==> config.mk <==
export PLATFORM = sky130hd
export DESIGN_NAME = otter_fetch_stage_flat
export DESIGN_NICKNAME = d
export VERILOG_FILES = /design/src/rtl/otter_fetch_stage_if.sv /design/src/rtl/otter_fetch_stage.sv /design/src/flat_wrapper.sv
export SDC_FILE = /design/constraint.sdc
export NUM_CORES = 1
export LEC_CHECK = 0
export CORE_ASPECT_RATIO = 0.9
export CORE_MARGIN = 5
export CORE_UTILIZATION = 47
export CTS_BUF_LIST = sky130_fd_sc_hd__clkbuf_16
export CTS_CLUSTER_DIAMETER = 100
export DETAILED_ROUTE_END_ITERATION = 8
export PLACE_DENSITY = 0.81
export SLEW_MARGIN = 20
export SYNTH_ARGS = -nofsm -noshare
export SYNTH_HDL_FRONTEND = slang
export SYNTH_SLANG_ARGS = --single-unit
==> constraint.sdc <==
create_clock -name CLK -period 5.1 [get_ports CLK]
set_clock_uncertainty 0.15 [all_clocks]
set_input_delay 1.02 -clock CLK [delete_from_list [all_inputs] [get_ports CLK]]
set_output_delay 1.02 -clock CLK [all_outputs]
set_load 0.1 [all_outputs]
==> src/rtl/otter_fetch_stage_if.sv <==
// Fetch-stage bundle: hazard/redirect controls, instruction-memory port and IF/DE outputs.
// The fetch stage connects as master; memory, hazard unit and Decode connect as slave.
interface otter_fetch_stage_if #(
  parameter int IMEM_AW = 14
);
  logic               stall;
  logic               flush;
  logic               redirect_valid;
  logic [31:0]        redirect_pc;
  logic               trap_valid;
  logic [31:0]        trap_pc;
  logic               imem_rden;
  logic [IMEM_AW-1:0] imem_addr;
  logic [31:0]        imem_dout;
  logic [31:0]        de_pc;
  logic [31:0]        de_pc_plus4;
  logic [31:0]        de_ir;
  logic               de_valid;

  modport master (
    input  stall, flush, redirect_valid, redirect_pc, trap_valid, trap_pc, imem_dout,
    output imem_rden, imem_addr, de_pc, de_pc_plus4, de_ir, de_valid
  );

  modport slave (
    output stall, flush, redirect_valid, redirect_pc, trap_valid, trap_pc, imem_dout,
    input  imem_rden, imem_addr, de_pc, de_pc_plus4, de_ir, de_valid
  );
endinterface

==> src/rtl/otter_fetch_stage.sv <==
// OTTER RV32I instruction fetch: owns the fetch PC, drives a 1-cycle synchronous
// instruction memory and holds the IF/DE register, with a skid word for stalls.
module otter_fetch_stage #(
  parameter logic [31:0] RESET_VECTOR = 32'h0000_0000,
  parameter logic [31:0] NOP_INSTR    = 32'h0000_0013,
  parameter int          IMEM_AW      = 14
) (
  input  logic                 CLK,
  input  logic                 RESET,
  otter_fetch_stage_if.master  bus
);

  typedef enum logic [1:0] {
    PC_SEQ,
    PC_HOLD,
    PC_REDIRECT,
    PC_TRAP
  } pc_sel_e;

  typedef enum logic [1:0] {
    DE_LOAD,
    DE_HOLD,
    DE_KILL
  } de_act_e;

  logic [31:0] pc_q;
  logic [31:0] pc_d;
  logic [31:0] pc_plus4;
  logic [31:0] de_pc_q;
  logic [31:0] de_pc4_q;
  logic        de_valid_q;
  logic [31:0] ir_hold;
  logic        hold_vld;
  pc_sel_e     pc_sel;
  de_act_e     de_act;

  assign pc_plus4 = pc_q + 32'd4;

  // Trap outranks redirect, and either outranks stall for both the PC and IF/DE.
  always_comb begin
    // NOTE: every combinational output gets a default first so no path infers a latch.
    pc_sel = PC_SEQ;
    de_act = DE_LOAD;
    if (bus.trap_valid)          pc_sel = PC_TRAP;
    else if (bus.redirect_valid) pc_sel = PC_REDIRECT;
    else if (bus.stall)          pc_sel = PC_HOLD;

    if (bus.trap_valid || bus.redirect_valid || bus.flush) de_act = DE_KILL;
    else if (bus.stall)                                   de_act = DE_HOLD;
  end

  // Redirect targets are forced word-aligned as they are loaded.
  always_comb begin
    pc_d = pc_plus4;
    case (pc_sel)
      PC_TRAP:     pc_d = bus.trap_pc & ~32'h3;
      PC_REDIRECT: pc_d = bus.redirect_pc & ~32'h3;
      PC_HOLD:     pc_d = pc_q;
      default:     pc_d = pc_plus4;
    endcase
  end

  always_ff @(posedge CLK or posedge RESET) begin
    // NOTE: sequential state uses non-blocking assignments so every register samples pre-edge values.
    if (RESET) pc_q <= RESET_VECTOR;
    else       pc_q <= pc_d;
  end

  // While stalled the memory keeps returning the word at pc_q, so the word already
  // presented to Decode is parked in ir_hold on the first stalled edge only.
  always_ff @(posedge CLK or posedge RESET) begin
    if (RESET) begin
      de_pc_q    <= 32'h0;
      de_pc4_q   <= 32'h0;
      de_valid_q <= 1'b0;
      ir_hold    <= 32'h0;
      hold_vld   <= 1'b0;
    end else begin
      case (de_act)
        DE_KILL: begin
          de_valid_q <= 1'b0;
          hold_vld   <= 1'b0;
        end
        DE_HOLD: begin
          if (!hold_vld) begin
            ir_hold  <= bus.imem_dout;
            hold_vld <= 1'b1;
          end
        end
        default: begin
          de_pc_q    <= pc_q;
          de_pc4_q   <= pc_plus4;
          de_valid_q <= 1'b1;
          hold_vld   <= 1'b0;
        end
      endcase
    end
  end

  // Read enable drops with RESET itself so the memory sees it without waiting for an edge.
  assign bus.imem_rden   = ~RESET;
  assign bus.imem_addr   = pc_q[IMEM_AW+1:2];
  assign bus.de_pc       = de_pc_q;
  assign bus.de_pc_plus4 = de_pc4_q;
  assign bus.de_valid    = de_valid_q;

  always_comb begin
    bus.de_ir = bus.imem_dout;
    if (!de_valid_q)   bus.de_ir = NOP_INSTR;
    else if (hold_vld) bus.de_ir = ir_hold;
  end

endmodule
==> src/flat_wrapper.sv <==
// flat-port wrapper written by rule: the top's interface ports become plain ports
module otter_fetch_stage_flat 
#(
  parameter logic [31:0] RESET_VECTOR = 32'h0000_0000,
  parameter logic [31:0] NOP_INSTR    = 32'h0000_0013,
  parameter int          IMEM_AW      = 14
)
  (CLK, RESET, bus_stall, bus_flush, bus_redirect_valid, bus_redirect_pc, bus_trap_valid, bus_trap_pc, bus_imem_dout, bus_imem_rden, bus_imem_addr, bus_de_pc, bus_de_pc_plus4, bus_de_ir, bus_de_valid);
  otter_fetch_stage_if #(.IMEM_AW(IMEM_AW)) bus_i ();
  input  logic CLK;
  input  logic RESET;
  input wire logic [$bits(bus_i.stall)-1:0] bus_stall;
  input wire logic [$bits(bus_i.flush)-1:0] bus_flush;
  input wire logic [$bits(bus_i.redirect_valid)-1:0] bus_redirect_valid;
  input wire logic [$bits(bus_i.redirect_pc)-1:0] bus_redirect_pc;
  input wire logic [$bits(bus_i.trap_valid)-1:0] bus_trap_valid;
  input wire logic [$bits(bus_i.trap_pc)-1:0] bus_trap_pc;
  input wire logic [$bits(bus_i.imem_dout)-1:0] bus_imem_dout;
  output wire logic [$bits(bus_i.imem_rden)-1:0] bus_imem_rden;
  output wire logic [$bits(bus_i.imem_addr)-1:0] bus_imem_addr;
  output wire logic [$bits(bus_i.de_pc)-1:0] bus_de_pc;
  output wire logic [$bits(bus_i.de_pc_plus4)-1:0] bus_de_pc_plus4;
  output wire logic [$bits(bus_i.de_ir)-1:0] bus_de_ir;
  output wire logic [$bits(bus_i.de_valid)-1:0] bus_de_valid;
  assign bus_i.stall = bus_stall;
  assign bus_i.flush = bus_flush;
  assign bus_i.redirect_valid = bus_redirect_valid;
  assign bus_i.redirect_pc = bus_redirect_pc;
  assign bus_i.trap_valid = bus_trap_valid;
  assign bus_i.trap_pc = bus_trap_pc;
  assign bus_i.imem_dout = bus_imem_dout;
  assign bus_imem_rden = bus_i.imem_rden;
  assign bus_imem_addr = bus_i.imem_addr;
  assign bus_de_pc = bus_i.de_pc;
  assign bus_de_pc_plus4 = bus_i.de_pc_plus4;
  assign bus_de_ir = bus_i.de_ir;
  assign bus_de_valid = bus_i.de_valid;
  otter_fetch_stage #(.RESET_VECTOR(RESET_VECTOR), .NOP_INSTR(NOP_INSTR), .IMEM_AW(IMEM_AW)) u_core (.CLK(CLK), .RESET(RESET), .bus(bus_i));
endmodule
Yosys cells after proc, flatten, opt, wreduce, memory -nomap -nowiden
Index checks and enable logic that the tools add are counted.
Cells by class
  bitwise operators: 1
  reductions and logical operators: 3
  eq/ne operators: 5
  mux-type cells: 9
  add/sub/neg operators: 1
Operators with widths (number)
  $pmux W32 S3: 1
  $mux W32: 2
  $add A32 B3 Y32 const B: 1
  $eq A2 B2 Y1 const B: 3
  $mux W2: 3
  $eq A2 B1 Y1 const B: 2
  $logic_or A1 B1 Y1: 2
  $mux W1: 2
  $pmux W1 S2: 1
  $reduce_or A2 Y1: 1
  $not A1 Y1: 1
Storage, ports and cells
  register bits after elaboration: 130
  logic and storage cells: 25
  input bits: 102

Logic depth before layout (Yosys ltp)
Gate-level depths: netlist of the first run.
  depth after elaboration: 5
  mapped depth: 8

Least setup slack after synthesis of the first run
OpenSTA, ideal clock, no wires.
  kind: input-to-output
  start: input port RESET
  end: output port bus_imem_rden
  cell stages on the path: 1
  slack: -205 ps
  buffers on the path: 0
  arrival: 4135 ps
  cells stage by stage: inv_1
Between the ends
  longest elaborated chain between the ends: 1
Ends and longest elaborated chain
  start, declared: line flat_wrapper.sv:11  | input logic RESET;
  $not A1 Y1: line otter_fetch_stage.sv:101  | assign bus.imem_rden = ~RESET;
  end, declared: line flat_wrapper.sv:19  | output wire logic [$bits(bus_i.imem_rden)-1:0] bus_imem_rden;
No other way between the ends.

Worst setup path in the final report of the first run
  start: input port bus_stall
  end: register u_core.ir_hold[23]
Between the ends
  longest elaborated chain between the ends: 3
Ends and longest elaborated chain
  start, declared: line flat_wrapper.sv:12  | input wire logic [$bits(bus_i.stall)-1:0] bus_stall;
  $mux W1: line otter_fetch_stage.sv:49  | else if (bus.stall) de_act = DE_HOLD;
  $mux W2: line otter_fetch_stage.sv:48  | if (bus.trap_valid || bus.redirect_valid || bus.flush) de_act = DE_KILL;
  $eq A2 B1 Y1: line otter_fetch_stage.sv:79  | case (de_act)
  end signal, assigned: line otter_fetch_stage.sv:86  | ir_hold <= bus.imem_dout;
  end, declared: line otter_fetch_stage.sv:32  | logic [31:0] ir_hold;
No other way between the ends.
A chain may end at the register's enable or synchronous reset.

==> results.tsv, run 1 <==
stage	metric	value	unit
yosys	largest area contributor in the netlist	dfrtp_1	
worst_setup_path	FF-to-FF setup slack	2.51	ns
timing	Slew Viols, Final	0	
worst_setup_path	Crit. End Element	flip-flop	
clocking	Post-CTS Resized	0	
routing	drt drc	0	
timing	Max Clk Rate	0.2888	GHz
grt	GR Overflow Total	0	
timing	Final Hold Viols	0	
yosys	Cell Area, Synth	0.006663	mm^2
yosys	Syn Inst Count	696	
clocking	clk_lat worst skew	0.41	ns
floorplanning	Die Span Y	123.0	um
worst_setup_path	worst path bufs/invs	4	
timing	Slew HR	25.46	%
clocking	quantity of hold-fixing buffers added after cts	0	
yosys	number of synthesized flops with an enable pin	0	
yosys	share of the synthesized area in the top cell type	46.57	%
yosys	Synth Flop Type	dfrtp_1	
routing	drt wl/cell	17.89	um
routing	Routed WL	19130	um
cells_and_area	Total Nets Final	970	
clocking	Worst-path clk slew	0.05	ns
routing	Via density	5.345	
timing	Post-Route Setup TNS	0	ns
worst_setup_path	critical-path cell list	clkdlybuf4s50_1 > buf_4 > clkinv_1 > nor4_4 > buf_4 > mux2_2	
floorplanning	I/O pin total	214	
clocking	clk root buf	clkbuf_16	
clocking	Clock Path Buffers	2	
job	max cap viols	0	
yosys	Unique masters post-synth	54	
grt	global-route usage over all layers	22.96	%
yosys	Synth Area per Inst	9.573	um^2
power_and_ir_drop	leakage power	3.911	nW
timing	Worst Max-Slew Pin Slew	1.113	ns
run_status	status	completed	
worst_setup_path	critical-path maximum fanout	32	
worst_setup_path	crit-path most repeated cell	buf_4	
clocking	TritonCTS clock tree	built	
yosys	#FFs+latches synth	124	
floorplanning	die width	135.5	um
worst_setup_path	Worst path slowest cell	clkinv_1	
clocking	H-tree depth	4	
cells_and_area	Area Growth Syn to Fin	37.58	%
worst_setup_path	Arr. time, crit path	3.60	ns
yosys	Syn. warnings	0	
clocking	Post-CTS Setup Inserts	0	
power_and_ir_drop	Worst IR Drop VDD	0.0002651	V
clocking	CTS Buf Count	17	
worst_setup_path	CP Class	in -> reg	
placed_design	routability cong.	0.8116	
cells_and_area	layout cell share with drive strength beyond 1	13.47	%
placed_design	Post-DP HPWL	13310	um
power_and_ir_drop	PwrDens	416.8	mW/mm^2
clocking	clk sinks	124	
yosys	Synth async-reset ratio	100.0	%
routing	vias	5714	
hold_path	HP Class	reg -> reg	
routing	post-route ant nets	0	
timing	RSZ-0062 raised after global routing	no	
timing	final setup vio count	0	
grt	vias in the first global route	5664	
timing	crit share post-route	67.89	%
worst_setup_path	critical path launch point type	primary input	
yosys	post-synthesis sequential area ratio	46.57	%
floorplanning	Core Area	0.01395	mm^2
floorplanning	Die Area	0.01666	mm^2
yosys	top cells by area, synth	dfrtp_1, nand2_1, mux2_2, mux2i_1, o21ai_0	
routing	Pre-antenna DRT Iters	4	
floorplanning	Initial Util	47.75	%
routing	DR iter-0 viols	318	
worst_setup_path	Crit path largest cell delay	0.60	ns
worst_setup_path	Worst EP required	5.24	ns
timing	Tmin final	3.462	ns
grt	largest net degree at the start of global routing	125	
placed_design	# port buffers	205	
floorplanning	row count	41	
grt	first-pass GRT wire length	29590	um
power_and_ir_drop	PnR Total Power	0.003820	W
grt	initial antenna violation count	1	
cells_and_area	Ant. Diodes	0	
worst_setup_path	Top Family by Delay on Critical Path	buffers and inverters	
==> metal layers <==
layer	vias up	track usage, %	part of all wire, %
li1	2746	-	-
met1	2730	29.35	43
met2	211	37.16	47
met3	25	8.177	8.3
met4	2	6.549	1.4
met5	-	0	0.068
==> final timing paths <==
kind / from / endpoint / cells after the start
max in group asynchronous: RESET / u_core.ir_hold[11] / 3
worst min-delay path: u_core.bus.de_pc[2] / u_core.bus.de_pc[2] / 2
worst max register to register: u_core.pc_q[4] / u_core.pc_q[27] / 5
worst max-delay path: bus_stall / u_core.ir_hold[23] / 6
min in group asynchronous: RESET / u_core.pc_q[31] / 3
worst min register to register: u_core.bus.de_pc[2] / u_core.bus.de_pc[2] / 2
==> per-stage QoR <==
| stage | cell area [um^2] | instances | setup WS [ns] | utilization, % | hold WS, ns |
|---|---|---|---|---|---|
| global route | 9166 | 1069 | 1.543 | 65.69 | 0.3538 |
| floorplan | 6678 | 699 | 1.064 | - | 0.3078 |
| global placement | 8672 | 1041 | 1.255 | 62.15 | 0.3088 |
| CTS | 9166 | 1069 | 1.646 | 65.69 | 0.3256 |
| detailed placement | 8672 | 1041 | 1.228 | 62.15 | 0.3107 |
| finish | 9166 | 1069 | 1.638 | 65.69 | 0.3191 |
==> area by class of cell <==
cell class / instances / area (um^2)
multi-input cells: 499 / 3204
clock buffers: 17 / 425.4
inverters: 7 / 30.03
well taps: 193 / 241.5
flip-flops and latches: 124 / 3104
clock inverters: 11 / 68.82
fillers: 1114 / 4787
repair buffers: 218 / 2092
==> flip-flops by register name, summed over array words and instances, names as in the netlist <==
signal / cells
u_core.bus.de_pc: 30
u_core.bus.de_pc_plus4: 30
u_core.bus.de_valid: 1
u_core.hold_vld: 1
u_core.ir_hold: 32
u_core.pc_q: 30
==> worst min-delay path, stage by stage, from the launching register on <==
cell	delay, ns
dfrtp_1	0.34
nand2_1	0.05
nand2_1	0.05
==> synth_stat cells (14+ instances only) <==
| cell | instances |
|---|---|
| nand2_1 | 144 |
| buf_4 | 23 |
| mux2_2 | 32 |
| a22oi_1 | 20 |
| dfrtp_1 | 124 |
| xnor2_1 | 20 |
| o21ai_0 | 51 |
| clkbuf_1 | 32 |
| nor2_1 | 14 |
| a21oi_1 | 35 |
| nor2b_1 | 31 |
| mux2i_1 | 34 |
==> power breakdown <==
part / switching (W) / internal, W
Sequential: 0.000139 / 0.00116
Combinational: 0.00108 / 0.000403
Clock: 0.000396 / 0.000639
==> cell families (layout without fill, tap and decap cells) <==
| kind of cell | count (synthesis) | in the layout | synth area share (%) |
|---|---|---|---|
| AOI/OAI and AO/OA | 152 | 152 | 14.52 |
| adders and majority gates | 1 | 1 | 0.1878 |
| muxes | 67 | 67 | 10.69 |
| and+or+nand+nor | 245 | 245 | 18.25 |
| DFF | 124 | 124 | 46.57 |
| other | 1 | 4 | 0.05628 |
| buffers and inverters | 76 | 253 | 5.784 |
| xor gates and xnor gates | 30 | 30 | 3.944 |
==> layout by cell type (no fill, tap or decap), types with 3 or more instances in the layout <==
master / n
a21oi_1: 35
nand3_1: 7
a22oi_1: 20
buf_4: 44
xor2_1: 10
inv_1: 10
nor4_1: 4
mux2_2: 32
nand4_1: 5
nor3b_1: 3
nor2b_1: 30
a22o_1: 6
a2bb2oi_1: 6
and3_1: 4
dfrtp_1: 123
nand2b_1: 3
and4_1: 5
nor2_1: 14
o21a_1: 6
nor3_1: 8
a41o_1: 4
conb_1: 4
clkinv_1: 5
and3_2: 3
xnor2_1: 20
clkbuf_16: 17
nand2_1: 144
a31o_2: 3
o22a_1: 8
clkdlybuf4s50_1: 172
o21ai_0: 51
mux2i_1: 34
No activity file was read; power rests on OpenSTA's default activity.
==> run 2, diff against run 1 <==
CORE_UTILIZATION = 42   (was 47)
PLACE_DENSITY = 0.77   (was 0.81)
clock period = 2.8 ns   (was 5.1 ns; I/O delays follow)
==> run 2 against run 1 <==
- critical path depth decreased by 3
- die area increased by 11%
- core utilization decreased by 2.1 points
- sequential cell count unchanged
- sequential share of layout area decreased by 2.3 points
- sequential power increased by 81%
- clock power increased by 140%
- critical path type is now reg -> out
- critical endpoint is now bus_de_ir[1]
- largest cell class unchanged
==> results.tsv, run 2 (same netlist as run 1, synthesis figures left out) <==
stage	metric	value	unit	change
worst_setup_path	critical path launch point type	flip-flop		
routing	post-route ant nets	0		unchanged
worst_setup_path	Worst path slowest cell	dfrtp_4		
worst_setup_path	Arr. time, crit path	1.82	ns	-1.78 ns
grt	initial antenna violation count	0		-1
run_status	status	completed		
cells_and_area	Area Growth Syn to Fin	47.83	%	
routing	vias	5914		+3.5%
cells_and_area	Finished Core Util	63.57	%	-2.1 points
timing	Slew HR	53.59	%	+28 points
floorplanning	I/O pin total	214		unchanged
timing	Hold WS	0.3246	ns	+0.005519 ns
routing	drt wl/cell	17.78	um	-0.62%
cells_and_area	max reg flops	32		unchanged
hold_path	Hold Crit Depth	2		unchanged
grt	vias in the first global route	5860		+3.5%
placed_design	Post-DP Area	0.009176	mm^2	+5.8%
worst_setup_path	Crit. End Element	primary output		
placed_design	Post-DP HPWL	14170	um	+6.5%
power_and_ir_drop	PwrDens	770.5	mW/mm^2	+85%
timing	crit share post-route	90.50	%	
routing	Pre-antenna DRT Iters	6		+2
cells_and_area	Total Nets Final	992		+2.3%
grt	GR Overflow Total	0		unchanged
grt	global-route usage over all layers	21.48	%	-1.5 points
routing	Routed WL	19630	um	+2.6%
routing	Via density	5.357		+0.22%
timing	final setup vio count	0		unchanged
timing	RSZ-0062 raised after global routing	no		
clocking	quantity of hold-fixing buffers added after cts	0		unchanged
clocking	Worst-path clk slew	0.06	ns	about the same
worst_setup_path	CP Class	reg -> out		
cells_and_area	layout cell share with drive strength beyond 1	28.49	%	+15 points
timing	Slew Viols, Final	0		unchanged
placed_design	routability cong.	0.7716		-4.9%
floorplanning	Die Area	0.01849	mm^2	+11%
worst_setup_path	critical-path cell list	mux2i_1 > nand2_1 > buf_12		
floorplanning	Core Area	0.01549	mm^2	+11%
clocking	TritonCTS clock tree	built		
power_and_ir_drop	Worst IR Drop VDD	0.0006209	V	+130%
cells_and_area	post-route cell area	0.009849	mm^2	+7.5%
clocking	Post-CTS Resized	1		+1
timing	Tmin final	2.534	ns	
worst_setup_path	R2R cell count	6		+1
clocking	clk root buf	clkbuf_16		
cells_and_area	most frequent cells in the layout	nand2_1, dfrtp_1, buf_4		
power_and_ir_drop	leakage power	4.312	nW	+10%
worst_setup_path	Worst EP required	2.09	ns	-3.15 ns
floorplanning	Die Span Y	129.5	um	+5.3%
routing	DR iter-0 viols	302		-5.0%
clocking	Post-CTS Setup Inserts	0		unchanged
floorplanning	row count	43		+4.9%
worst_setup_path	critical-path maximum fanout	33		+3.1%
clocking	Clock Path Buffers	2		unchanged
timing	Worst Max-Slew Pin Slew	0.6961	ns	-0.4170 ns
floorplanning	die width	142.8	um	+5.4%
cells_and_area	area of the multi-input gates	0.003282	mm^2	+2.4%
cells_and_area	register area	0.003107	mm^2	about the same
cells_and_area	most common cell after layout, fill and taps aside	nand2_1		
floorplanning	Initial Util	43.00	%	-4.8 points
timing	Max Clk Rate	0.3946	GHz	
grt	first-pass GRT wire length	31140	um	+5.2%
clocking	CTS Buf Count	17		unchanged
clocking	clk_lat worst skew	0.42	ns	about the same
hold_path	HP Class	reg -> reg		
cells_and_area	Ant. Diodes	0		unchanged
clocking	H-tree depth	4		unchanged
grt	largest net degree at the start of global routing	125		unchanged
routing	drt drc	0		unchanged
worst_setup_path	Crit path largest cell delay	0.80	ns	+0.20 ns
job	max cap viols	0		unchanged
placed_design	# port buffers	205		unchanged
cells_and_area	Largest Register	u_core.ir_hold		
clocking	clk sinks	124		unchanged
timing	Final Hold Viols	0		unchanged
cells_and_area	number of fill cells in the layout	1273		+14%
-- run 2: cell types whose count changed in the layout (fill, tap and decap cells not counted), moves of 5 or more --
cell and change:
buf_12 +35, buf_4 +62, bufinv_16 +5, clkdlybuf4s50_1 -75, inv_1 -5, nor2b_1 -29, nor2b_2 +28
-- run 2: area by class of cell --
class	instances	share of cell area, %
multi-input combinational	499	33.32
sequential	124	31.54
timing repair buffer	240	25.46
clock buffer	17	4.319
tap	202	2.566
clock inverter	15	2.490
inverter	7	0.3049
-- run 2: metal layers --
metal | share of wire, % | track usage (%) | routed length, um
met4 | 2.1 | 7.267 | 422
met1 | 43 | 28.83 | 8357
met2 | 48 | 34.09 | 9480
met3 | 7.0 | 5.424 | 1368
met5 | 0 | 0 | 0
-- run 2: worst max-delay path: cells and delay by family, from the launching register on --
family	cells	cell delay [ns]
flops	1	0.80
buf+inv	1	0.19
mux	1	0.28
simple gates	1	0.12
-- run 2: stage by stage --
| stage | instances | worst slack, ns | total power [W] | setup TNS, ns |
|---|---|---|---|---|
| 2_1_floorplan | 699 | -0.3158 | 0.004418 | -0.5460 |
| 3_3_place_gp | 1072 | 0.2194 | 0.005078 | 0 |
| 3_5_place_dp | 1072 | 0.1695 | 0.005124 | 0 |
| 4_1_cts | 1104 | 0.2376 | 0.007644 | 0 |
| 5_1_grt | 1104 | 0.1561 | 0.007878 | 0 |
| 6_report | 1104 | 0.2660 | 0.007589 | 0 |
-- run 2: report_power, final --
part | switching (W) | total [W] | internal, W
sequential | 0.000228 | 0.00235 | 0.00212
combinational | 0.00202 | 0.00274 | 0.000722
clock | 0.000831 | 0.00250 | 0.00167
total | 0.00308 | 0.00759 | 0.00451
-- run 2: final timing paths --
check	slack (ns)	endpoint	from
worst min-delay path	0.32	u_core.bus.de_pc[14]	u_core.bus.de_pc[14]
worst max register to register	0.42	u_core.bus.de_pc_plus4[28]	u_core.pc_q[2]
worst min register to register	0.32	u_core.bus.de_pc[14]	u_core.bus.de_pc[14]
max in group asynchronous	1.37	u_core.hold_vld	RESET
worst max-delay path	0.27	bus_de_ir[1]	u_core.hold_vld
min in group asynchronous	0.59	u_core.ir_hold[29]	RESET
